**config.mk**
```make
export PLATFORM = sky130hd
export DESIGN_NAME = inst_fetch_ctrl
export DESIGN_NICKNAME = d
export VERILOG_FILES = /design/src/rtl/inst_fetch_ctrl.sv
export SDC_FILE = /design/constraint.sdc
export NUM_CORES = 1
export LEC_CHECK = 0
export ABC_AREA = 0
export ABC_CLOCK_PERIOD_IN_PS = 2900
export BUFFER_PORTS_ARGS = -buffer_cell sky130_fd_sc_hd__buf_2
export CORE_MARGIN = 8
export CORE_UTILIZATION = 45
export CTS_BUF_LIST = sky130_fd_sc_hd__clkbuf_16
export CTS_CLUSTER_SIZE = 25
export DETAILED_ROUTE_END_ITERATION = 8
export PLACE_DENSITY = 0.67
export SLEW_MARGIN = 25
export SYNTH_ARGS = -nofsm -noshare
export SYNTH_HDL_FRONTEND = slang
export SYNTH_SLANG_ARGS = --single-unit
```
**constraint.sdc**
```tcl
create_clock -name clk -period 2.9 [get_ports clk]
set_input_delay 0.145 -clock clk [delete_from_list [all_inputs] [get_ports clk]]
set_output_delay 0.145 -clock clk [all_outputs]
set_load 0.02 [all_outputs]
```
**src/rtl/inst_fetch_ctrl.sv**
```systemverilog
// Instruction-fetch sequencer: owns the fetch PC, drives the ROM, and buffers words in a 2-entry queue.
// Optional build macro FETCH_NOP_HALT_EN: an all-zero fetched word halts fetch until redirect/reset.
`ifndef InstAddrBus
`define InstAddrBus 8
`endif
`ifndef InstBusWidth
`define InstBusWidth 32
`endif

module inst_fetch_ctrl #(
    parameter int ADDR_W = `InstAddrBus,
    parameter int INST_W = `InstBusWidth,
    parameter logic [ADDR_W-1:0] RESET_PC = '0
) (
    input  logic              clk,
    input  logic              rst,
    input  logic              enable,
    output logic [ADDR_W-1:0] romAddr,
    input  logic [INST_W-1:0] romInst,
    output logic              instValid,
    output logic [INST_W-1:0] instOut,
    output logic [ADDR_W-1:0] pcOut,
    input  logic              instReady,
    input  logic              redirectValid,
    input  logic [ADDR_W-1:0] redirectPc,
    input  logic              skip,
    output logic              halted
);
    localparam int DEPTH = 2;

    logic [ADDR_W-1:0] pc_reg;
    logic [1:0]        count_reg;
    logic [ADDR_W-1:0] q_pc   [DEPTH];
    logic [INST_W-1:0] q_inst [DEPTH];

    logic       pop;
    logic       skip_pop;
    logic       fetch_ok;
    logic       push;
    logic       halt_now;
    logic       halted_int;
    logic [1:0] wr_idx;

    assign instValid = (count_reg != 2'd0);
    assign pop       = instValid & instReady;
    assign skip_pop  = skip & pop;
    assign fetch_ok  = enable & ~halted_int & ~redirectValid & ~skip_pop
                     & ((count_reg < 2'd2) | pop);
    assign push      = fetch_ok & ~halt_now;
    // Slot that receives the new word after any same-cycle pop has shifted the queue.
    assign wr_idx    = count_reg - {1'b0, pop};

`ifdef FETCH_NOP_HALT_EN
    logic halted_reg;

    assign halt_now   = fetch_ok & (romInst == '0);
    assign halted_int = halted_reg;

    always_ff @(posedge clk) begin
        if (rst) begin
            halted_reg <= 1'b0;
        end else if (redirectValid) begin
            halted_reg <= 1'b0;
        end else if (halt_now) begin
            halted_reg <= 1'b1;
        end
    end
`else
    assign halt_now   = 1'b0;
    assign halted_int = 1'b0;
`endif

    assign halted  = halted_int;
    assign romAddr = pc_reg;
    assign pcOut   = q_pc[0];
    assign instOut = q_inst[0];

    always_ff @(posedge clk) begin
        if (rst) begin
            pc_reg    <= RESET_PC;
            count_reg <= 2'd0;
        end else if (redirectValid) begin
            pc_reg    <= redirectPc;
            count_reg <= 2'd0;
        end else if (skip_pop) begin
            pc_reg    <= q_pc[0] + ADDR_W'(2);
            count_reg <= 2'd0;
        end else begin
            if (push) begin
                pc_reg <= pc_reg + ADDR_W'(1);
            end
            count_reg <= count_reg - {1'b0, pop} + {1'b0, push};
        end
    end

    genvar gi;
    generate
        for (gi = 0; gi < DEPTH; gi++) begin : g_entry
            // The last slot has no successor; it simply holds on a pop.
            localparam int SRC = (gi < DEPTH - 1) ? gi + 1 : gi;

            logic [ADDR_W-1:0] pc_reg;
            logic [INST_W-1:0] inst_reg;

            always_ff @(posedge clk) begin
                if (rst) begin
                    pc_reg   <= '0;
                    inst_reg <= '0;
                end else if (push && (wr_idx == 2'(gi))) begin
                    pc_reg   <= romAddr;
                    inst_reg <= romInst;
                end else if (pop) begin
                    pc_reg   <= q_pc[SRC];
                    inst_reg <= q_inst[SRC];
                end
            end

            assign q_pc[gi]   = pc_reg;
            assign q_inst[gi] = inst_reg;
        end
    endgenerate

endmodule

```
==> results of run 1 <==
## where the power goes
part	total [W]	switching (W)	leakage [nW]	internal, W
clock	0.00105	0.000475	0.127	0.000578
combinational	0.000461	0.000283	1.30	0.000178
sequential	0.00138	0.0000648	0.734	0.00131
## cell usage in the layout (no fill, tap or decap), drive strengths merged, types with 3 or more instances in the layout
cell	synthesis	final
clkinv	0	4
nor2	50	50
o211ai	7	7
dfxtp	90	90
inv	8	9
a211oi	44	44
nand3	10	10
nor3	3	3
a21oi	48	48
ha	4	4
mux2i	40	40
xnor2	7	7
buf	22	103
nand2	92	92
clkbuf	13	9
## cell type report
class                           count  area (um2)  area share, %
Multi-Input combinational cell    329        2010           41.9
Tap cell                          108         135           2.82
Clock inverter                      7        45.0          0.939
Inverter                            8        30.0          0.626
Sequential cell                    90        1800           37.6
Timing Repair Buffer              103         551           11.5
Clock buffer                        9         225           4.70
## path summary, 6_finish.rpt
path                                           start                 endpoint  slack, ns  cells past startpoint
worst max-delay path                    count_reg[1]              instOut[23]       0.58                      8
worst min-delay path                     romInst[16]  g_entry[1].inst_reg[16]       0.06                      3
worst max register to register          count_reg[1]              instOut[23]       0.58                      8
worst min register to register  g_entry[1].pc_reg[7]     g_entry[1].pc_reg[7]       0.45                      2
## cell usage after synthesis, types with 2 or more instances
cell and count:
inv_1 7, mux2i_1 40, clkbuf_1 13, buf_4 6, a21oi_1 48, o211ai_1 7, a211oi_1 40, nor2_1 50
a211oi_2 4, ha_1 4, dfxtp_1 90, nand3_1 9, nand2_1 91, xnor2_1 6, xor2_1 2, nand4_1 2
nor3_1 2, nor3b_1 2, buf_2 14
## through the flow
stage               hold slack (ns)  utilization (%)  instances  cell area (um2)  total power (W)
detailed placement            0.403             52.1        638             4530          0.00187
global route                 0.0574             55.3        654             4800          0.00302
finish                       0.0599             55.3        654             4800          0.00289
global placement              0.397             52.1        638             4530          0.00186
floorplan                     0.281                -        462             4010          0.00170
CTS                          0.0510             55.3        654             4800          0.00292
## routing by layer
metal  track usage (%)  part of all wire [%]  routed length (um)
met5                 0                     0                   0
met4              5.61                   1.1                 106
met3              4.07                   6.1                 609
met2              27.3                    48                4770
met1              21.0                    45                4500
## logic make-up after synthesis
logic type,count (synthesis)
compound gates,109
xor+xnor,9
fa+ha+maj,4
buf+inv,43
flops,90
mux,40
other cells,1
simple gates,166
## critical path, delay by kind of cell, from the launching register on
family	cells	cell delay [ns]
xor gates and xnor gates	1	0.25
DFF	1	0.41
buffers and inverters	2	0.38
and+or+nand+nor	3	0.74
adders and majority gates	1	0.23
AOI/OAI and AO/OA	1	0.21
==> qor.csv, run 1 <==
stage,metric,value,unit
pwr,Pleak,2.17,nW
min_path,Hold Crit Class,in2reg,
setup_path,Worst Path Arrival,2.56,ns
setup_path,crit start category,flip-flop,
routing,routed wire length,9990,um
flow_run,max cap viols,0,
place,Port Buf Inserts,94,
timing,setup TNS,0,ns
floorplan,Core ar.,8680,um2
floorplan,Initial Util,46.2,%
clocking,clk sink count,90,
place,Setup WS pre-CTS,0.589,ns
logic_synthesis,predominant post-synthesis flop cell,dfxtp_1,
timing,Pins Over Slew Limit,0,
routing,drt drc,0,
global_routing,largest net degree at the start of global routing,41,
global_routing,vias in the first global route,3352,
logic_synthesis,"top cells by area, synth","dfxtp_1, mux2i_1, nand2_1, a211oi_1, a21oi_1",
setup_path,Worst Path Required,3.14,ns
routing,vias per std cell,5.33,
global_routing,global route overflow,0,
logic_synthesis,Yosys top cell area share,45.0,%
logic_synthesis,mux contribution to synthesized area,9.99,%
cells_and_area,Antenna Diode Count,0,
setup_path,largest fanout on the critical path,32,
clocking,Post-CTS Setup Repair Bufs,0,
floorplan,row count,34,
global_routing,first-pass GRT wire length,16200,um
floorplan,# IOs,96,
clocking,CTS tree,done,
routing,drt first-iter violations,113,
cells_and_area,Area Overhead vs Synth,19.7,%
pwr,Pwr per Cell Area,602,nW/um2
setup_path,Setup CP Type,reg2reg,
clocking,worst skew pair latency,0.33,ns
timing,Tmin final,2.32,ns
logic_synthesis,count of cell types in the netlist,44,
timing,relative slew slack,51.9,%
logic_synthesis,"Seq/Total Area, Yosys",45.0,%
clocking,Post-CTS Resized,0,
routing,Via Count,3488,
clocking,Post-CTS Hold Fix Bufs,0,
logic_synthesis,Mapped Area,4010,um2
status,status,"complete, no violations",
setup_path,Worst path slowest cell,dfxtp_1,
logic_synthesis,cell taking the most area after synthesis,dfxtp_1,
clocking,Root Buffer Master,clkbuf_16,
floorplan,Die ar.,12200,um2
timing,period utilization,80.0,%
cells_and_area,fraction of layout cells with a size suffix above 1,24.0,%
logic_synthesis,largest family of logic cells by synthesized area,compound AO/OA/AOI/OAI gates,
timing,unrepaired setup endpoints after global routing,false,
global_routing,initial antenna violation count,0,
timing,Fmax achieved,0.431,GHz
logic_synthesis,Avg Inst Size Synth,8.67,um2
floorplan,die extent in y,110,um
logic_synthesis,Post-synth EDFFs,0,
logic_synthesis,Synth Register Bits,90,
timing,Worst Skew,0.00908,ns
routing,mean routed wirelength per cell,15.3,um
clocking,Longest Clk Path Bufs,2,
logic_synthesis,Async SR Flop Fraction,0,%
place,GP Congestion,0.809,
setup_path,crit end category,flip-flop,
logic_synthesis,synthesized netlist cell count,462,
logic_synthesis,Synth Area in XOR/XNOR,2.44,%
cells_and_area,fin nets,591,
cells_and_area,Filler Cell Count,844,
timing,setup ws final,0.579,ns
floorplan,Die W,110,um
timing,Fin. Hold Viols,0,
clocking,CTS HTree Levels,3,
pwr,VDD IR max,0.355,mV
timing,measured slew at the worst slew-check pin,0.721,ns
clocking,clk slew on worst S/H paths,0.07,ns
clocking,CTS Buf Count,9,
logic_synthesis,Post-Synth Adder-Cell Area,1.25,%
logic_synthesis,Synth Area in Compound Gates,18.4,%
setup_path,cell breakdown of the critical path,"or2_4, nand2_2, inv_1, ha_1, xnor2_4, nand3_4, buf_4, a211oi_1",
routing,Final ANT Viol Nets,0,
setup_path,Critical Path Max Stage Delay,0.41,ns
routing,DRT Pass-1 Iters,4,
timing,final setup violation count,0,
place,DP HPWL,6890,um
logic_synthesis,Simple-Gate Fraction of Synth Area,17.7,%
logic_synthesis,warnings from Yosys,0,
logic_synthesis,Syn Nets,512,
global_routing,Global Route Usage Sum,16.7,%
Note: power is estimated with default switching activity, not from simulation.
==> run 2, diff against run 1 <==
- ABC_AREA: 0 -> 1
- ABC_CLOCK_PERIOD_IN_PS: 2900 -> 2000
- PLACE_DENSITY: 0.67 -> 0.68
- clock period: 2.9 -> 2 ns (I/O delays scaled with it)
==> run 2 against run 1 <==
Net effect:
- cell count rose by 41%
- sequential cell count did not move
- synthesized area rose by 13%
- combinational power rose by 80%
- largest cell class unchanged
- core utilization rose by 0.31 points
- non-clock buffer count rose by 4
==> qor.csv, run 2 <==
stage,metric,value,unit
clocking,CTS tree,done,
routing,Final ANT Viol Nets,0,
logic_synthesis,Async SR Flop Fraction,0,%
timing,Pins Over Slew Limit,0,
logic_synthesis,Mapped Area,4540,um2
cells_and_area,Area Overhead vs Synth,19.6,%
logic_synthesis,cell taking the most area after synthesis,dfxtp_1,
timing,Tmin final,1.87,ns
global_routing,global route overflow,0,
floorplan,die extent in y,116,um
logic_synthesis,count of cell types in the netlist,35,
setup_path,Worst Path Required,2.20,ns
cells_and_area,footprint of the multi-input gates,2270,um2
cells_and_area,Antenna Diode Count,0,
setup_path,Worst R2R Start,count_reg[1],
cells_and_area,Filler Cell Count,971,
setup_path,crit end category,flip-flop,
logic_synthesis,synthesized netlist cell count,709,
pwr,Power Internal,0.00319,W
timing,Fin. Hold Viols,0,
flow_run,max cap viols,0,
clocking,Post-CTS Setup Repair Bufs,0,
pwr,net switching power figure,0.00134,W
cells_and_area,Layout Cells excl Fill,922,
clocking,Root Buffer Master,clkbuf_16,
logic_synthesis,most frequent cell after synthesis,nand2_1,
clocking,clk slew on worst S/H paths,0.06,ns
min_path,HP Start,redirectPc[2],
logic_synthesis,Avg Inst Size Synth,6.40,um2
setup_path,crit path buf inv count,3,
global_routing,busiest layer in global routing,met2,
global_routing,Global Route Usage Sum,17.4,%
floorplan,row count,36,
logic_synthesis,predominant post-synthesis flop cell,dfxtp_1,
logic_synthesis,"top cells by area, synth","dfxtp_1, nand2_1, nor2_1, nand3_1, a21oi_1",
timing,Fmax achieved,0.535,GHz
logic_synthesis,"Seq/Total Area, Yosys",39.7,%
pwr,VDD IR max,0.396,mV
floorplan,Die W,116,um
routing,Via Count,4429,
routing,routed wire length,11600,um
routing,DRT Pass-1 Iters,4,
routing,drt drc,0,
status,status,"complete, no violations",
floorplan,Initial Util,46.5,%
setup_path,"Top cell by count, worst path",nor2_4,
setup_path,crit start category,flip-flop,
min_path,Hold Crit Class,in2reg,
setup_path,Critical Path Max Stage Delay,0.34,ns
logic_synthesis,Synth Register Bits,90,
setup_path,Worst Path Arrival,2.07,ns
timing,final setup violation count,0,
routing,vias per std cell,4.80,
pwr,combinational share of power,18.3,%
place,DP HPWL,8050,um
cells_and_area,most frequent cells in the layout,"nand2_1, buf_2, nor2_1, dfxtp_1, nand3_1",
pwr,Tot Pwr,0.00454,W
global_routing,first-pass GRT wire length,19200,um
floorplan,# IOs,96,
setup_path,Worst Setup SP,count_reg[1],
global_routing,largest net degree at the start of global routing,44,
global_routing,met2 GRT Util,30.7,%
logic_synthesis,warnings from Yosys,0,
timing,setup TNS,0,ns
setup_path,largest fanout on the critical path,21,
pwr,Pleak,2.68,nW
timing,period utilization,93.4,%
timing,setup ws final,0.132,ns
place,Port Buf Inserts,94,
global_routing,initial antenna violation count,0,
setup_path,cell breakdown of the critical path,"nor2_4, nor2_4, ha_1, inv_1, nor2_4, inv_2, nor2_4, buf_12, nand2_1, nand2_1, a21oi_1",
setup_path,CP top delay family,simple AND/OR/NAND/NOR gates,
logic_synthesis,Post-synth EDFFs,0,
place,Setup WS pre-CTS,0.103,ns
cells_and_area,"commonest non-fill, non-tap cell in the layout",nand2_1,
timing,measured slew at the worst slew-check pin,0.573,ns
floorplan,Die ar.,13600,um2
cells_and_area,post-route core utilization,55.6,%
routing,drt first-iter violations,227,
pwr,Switching Share,29.6,%
pwr,clock power share,37.5,%
clocking,clk sink count,90,
timing,relative slew slack,61.7,%
cells_and_area,fin nets,834,
logic_synthesis,Yosys top cell area share,39.7,%
pwr,Pwr per Cell Area,835,nW/um2
place,GP Congestion,0.860,
floorplan,Core ar.,9770,um2
cells_and_area,fraction of layout cells with a size suffix above 1,18.3,%
logic_synthesis,Commonest cells post-synth,"nand2_1, nor2_1, dfxtp_1",
pwr,Sequential Power Share,44.2,%
global_routing,met3 usage,4.19,%
timing,unrepaired setup endpoints after global routing,false,
setup_path,Worst path slowest cell,dfxtp_1,
clocking,Longest Clk Path Bufs,2,
place,placed cells,906,
clocking,CTS HTree Levels,3,
global_routing,met1 usage,20.4,%
global_routing,vias in the first global route,4188,
setup_path,Setup CP Type,reg2reg,
routing,mean routed wirelength per cell,12.5,um
cells_and_area,register area,1800,um2
clocking,CTS Buf Count,9,
clocking,worst skew pair latency,0.34,ns
timing,Worst Skew,0.0103,ns
logic_synthesis,Syn Nets,759,
## run 2: cell count changes in the layout (fill, tap and decap cells not counted), moves of 6 or more
cell | previous run | this run
buf_12 | 1 | 7
nand2_1 | 91 | 275
nor2_1 | 49 | 91
mux2i_1 | 40 | 0
inv_1 | 7 | 57
a211oi_1 | 40 | 0
o21ai_1 | 0 | 7
nand3_1 | 8 | 59
## run 2: logic make-up after synthesis
logic type                 Yosys count  share of synthesized area [%]
and+or+nand+nor                    442                           40.3
buffers and inverters              106                           10.9
DFF                                 90                           39.7
AOI/OAI and AO/OA                   62                           7.22
xor gates and xnor gates             4                          0.772
adders and majority gates            4                           1.10
other                                1                         0.0826
## run 2: metrics by stage
stage                     cell area (um2)  hold WS (ns)
after floorplan                      4540         0.263
after global placement               5120         0.384
after detailed placement             5120         0.382
after CTS                            5430        0.0263
after global routing                 5430        0.0404
final                                5430        0.0391
## run 2: what timing repair did
action / in CTS / in global routing
gates resized for setup: 0 / 2
endpoints found under the hold margin: 0 / 0
endpoints found under the setup margin: 0 / 40
hold buffers: 0 / 0
## run 2: tightest hold or removal path, stage by stage
cell,delay [ns]
buf_2,0.09
nand2_1,0.06
a31oi_1,0.07
## run 2: worst paths after layout
path,to,slack (ns),depth (start not counted)
setup / recovery,instOut[23],0.13,11
hold / removal,romAddr[2],0.04,3
setup reg to reg,instOut[23],0.13,11
hold reg to reg,instOut[17],0.48,2
## run 2: power by group through the flow
stage | logic, W | clock network, W | registers (W)
after global placement | 0.000818 | 0 | 0.00204
after floorplan | 0.000467 | 0 | 0.00213
after global routing | 0.000928 | 0.00181 | 0.00202
final | 0.000830 | 0.00170 | 0.00200
after detailed placement | 0.000832 | 0 | 0.00204
after CTS | 0.000836 | 0.00174 | 0.00200
## run 2: per-layer routing
layer	wire, um	up-vias
met4	110	0
met3	750	9
met2	5730	102
li1	-	2332
met1	4970	1986
met5	0	-
## run 2: cell type report
cell class	count	area share [%]
Tap cell	133	3.06
Timing Repair Buffer	107	12.1
Sequential cell	90	33.2
Clock buffer	9	4.15
Multi-Input combinational cell	513	41.8
Clock inverter	7	1.41
Inverter	63	4.35
==> run 3, diff against run 2 <==
- BUFFER_PORTS_ARGS: -buffer_cell sky130_fd_sc_hd__buf_2 -> -buffer_cell sky130_fd_sc_hd__buf_4
==> run 3 against run 2 <==
Net effect:
- total power up 1.7%
- sequential power barely moved
- critical endpoint is now instOut[21]
- worst hold slack better by 0.017 ns
- highest routed layer unchanged
- clock power is essentially flat
- global-route usage grew 0.28 points
- sequential cell count stayed put
- critical path type unchanged
- design area grew 4.2%
- maximum frequency is 1.4% lower
- sequential share of layout area down 1.3 points
==> qor.csv, run 3 (same netlist as run 2, synthesis figures left out) <==
stage,metric,value,unit
floorplan,Core ar.,9770,um2
setup_path,Worst Path Arrival,2.09,ns
floorplan,row count,36,
setup_path,largest fanout on the critical path,21,
floorplan,Die ar.,13600,um2
cells_and_area,most frequent cells in the layout,"nand2_1, buf_4, nor2_1, dfxtp_1, nand3_1",
cells_and_area,Filler Cell Count,968,
global_routing,initial antenna violation count,0,
place,Port Buf Inserts,94,
pwr,VDD IR max,0.398,mV
setup_path,Worst path slowest cell,dfxtp_1,
clocking,Longest Clk Path Bufs,2,
clocking,clk sink count,90,
setup_path,cell breakdown of the critical path,"nor2_4, nor2_4, ha_1, inv_1, nor2_2, inv_2, nor2_4, buf_12, nand2_1, nand2_1, a21oi_1",
place,dpl cell area,5350,um2
cells_and_area,Antenna Diode Count,0,
status,status,"complete, no violations",
timing,Tmin final,1.89,ns
routing,Via Count,4425,
setup_path,Setup CP Type,reg2reg,
setup_path,Critical Path Max Stage Delay,0.34,ns
pwr,Pleak,2.73,nW
timing,setup ws final,0.106,ns
floorplan,die extent in y,116,um
setup_path,crit start category,flip-flop,
timing,setup TNS,0,ns
cells_and_area,fraction of layout cells with a size suffix above 1,18.2,%
global_routing,Global Route Usage Sum,17.7,%
min_path,hold depth,3,
clocking,clk slew on worst S/H paths,0.07,ns
timing,unrepaired setup endpoints after global routing,false,
clocking,worst skew pair latency,0.33,ns
timing,final setup violation count,0,
routing,mean routed wirelength per cell,12.7,um
clocking,Post-CTS Hold Fix Bufs,0,
flow_run,max cap viols,0,
timing,measured slew at the worst slew-check pin,0.571,ns
pwr,Pwr per Cell Area,815,nW/um2
cells_and_area,fin area,5660,um2
timing,Worst Skew,0.00818,ns
clocking,CTS tree,done,
global_routing,global route overflow,0,
routing,DRT Pass-1 Iters,4,
floorplan,Die W,116,um
cells_and_area,"commonest non-fill, non-tap cell in the layout",nand2_1,
clocking,CTS HTree Levels,3,
setup_path,Register-to-Register Path Depth,11,
routing,routed wire length,11700,um
pwr,Tot Pwr,0.00461,W
routing,drt drc,0,
timing,Pins Over Slew Limit,0,
routing,Final ANT Viol Nets,0,
routing,vias per std cell,4.79,
timing,period utilization,94.7,%
setup_path,"Top cell by count, worst path",nor2_4,
clocking,Post-CTS Setup Repair Bufs,0,
setup_path,R2R Setup Slk,0.11,ns
global_routing,vias in the first global route,4084,
timing,Fin. Hold Viols,0,
timing,Fmax achieved,0.528,GHz
timing,hold slack final,0.0561,ns
place,Setup WS pre-CTS,0.104,ns
clocking,Root Buffer Master,clkbuf_16,
timing,relative slew slack,61.9,%
routing,drt first-iter violations,304,
setup_path,crit end category,flip-flop,
cells_and_area,Area Overhead vs Synth,24.7,%
cells_and_area,fin nets,835,
clocking,CTS Buf Count,9,
global_routing,first-pass GRT wire length,19400,um
global_routing,largest net degree at the start of global routing,44,
place,DP HPWL,8230,um
min_path,Hold Crit Class,in2reg,
floorplan,Initial Util,46.5,%
place,GP Congestion,0.887,
floorplan,# IOs,96,
setup_path,Worst Path Required,2.20,ns
## run 3: where the power goes
part	switching, W	internal, W	total (W)
clock network	0.000727	0.000979	0.00171
logic	0.000524	0.000374	0.000898
registers	0.0000975	0.00191	0.00201
total	0.00135	0.00327	0.00461
## run 3: stage by stage
| step | std cells | utilization [%] |
|---|---|---|
| 5_1_grt | 923 | 57.9 |
| 3_3_place_gp | 907 | 54.8 |
| 3_5_place_dp | 907 | 54.8 |
| 4_1_cts | 923 | 57.9 |
| 2_1_floorplan | 709 | - |
| 6_report | 923 | 57.9 |
## run 3: cell type report
class | count | area [um2] | area share [%]
clock buffer | 9 | 225 | 3.98
clock inverter | 7 | 77.6 | 1.37
inverter | 63 | 236 | 4.18
multi-input combinational | 513 | 2260 | 40.0
sequential | 90 | 1800 | 31.8
tap | 133 | 166 | 2.94
timing repair buffer | 108 | 890 | 15.7
## run 3: per-layer routing
layer	up-vias	track usage [%]	wire (um)
li1	2326	-	-
met3	9	3.67	611
met5	-	0	0
met2	102	30.0	5650
met4	0	4.84	100
met1	1988	22.2	5360
## run 3: critical path, delay by kind of cell (launching register included)
kind | cells | cell delay (ns)
simple gates | 6 | 0.69
flops | 1 | 0.34
buf+inv | 3 | 0.34
fa+ha+maj | 1 | 0.33
compound gates | 1 | 0.06
## run 3: what timing repair did
item	CTS	global route
setup endpoints to repair	0	35
hold endpoints to repair	0	0
gates resized for setup	0	2
## run 3: path summary, 6_finish.rpt
| path | from | end |
|---|---|---|
| max | count_reg[1] | instOut[21] |
| min | redirectPc[2] | romAddr[2] |
| max reg2reg | count_reg[1] | instOut[21] |
| min reg2reg | g_entry[1].pc_reg[6] | g_entry[1].pc_reg[6] |
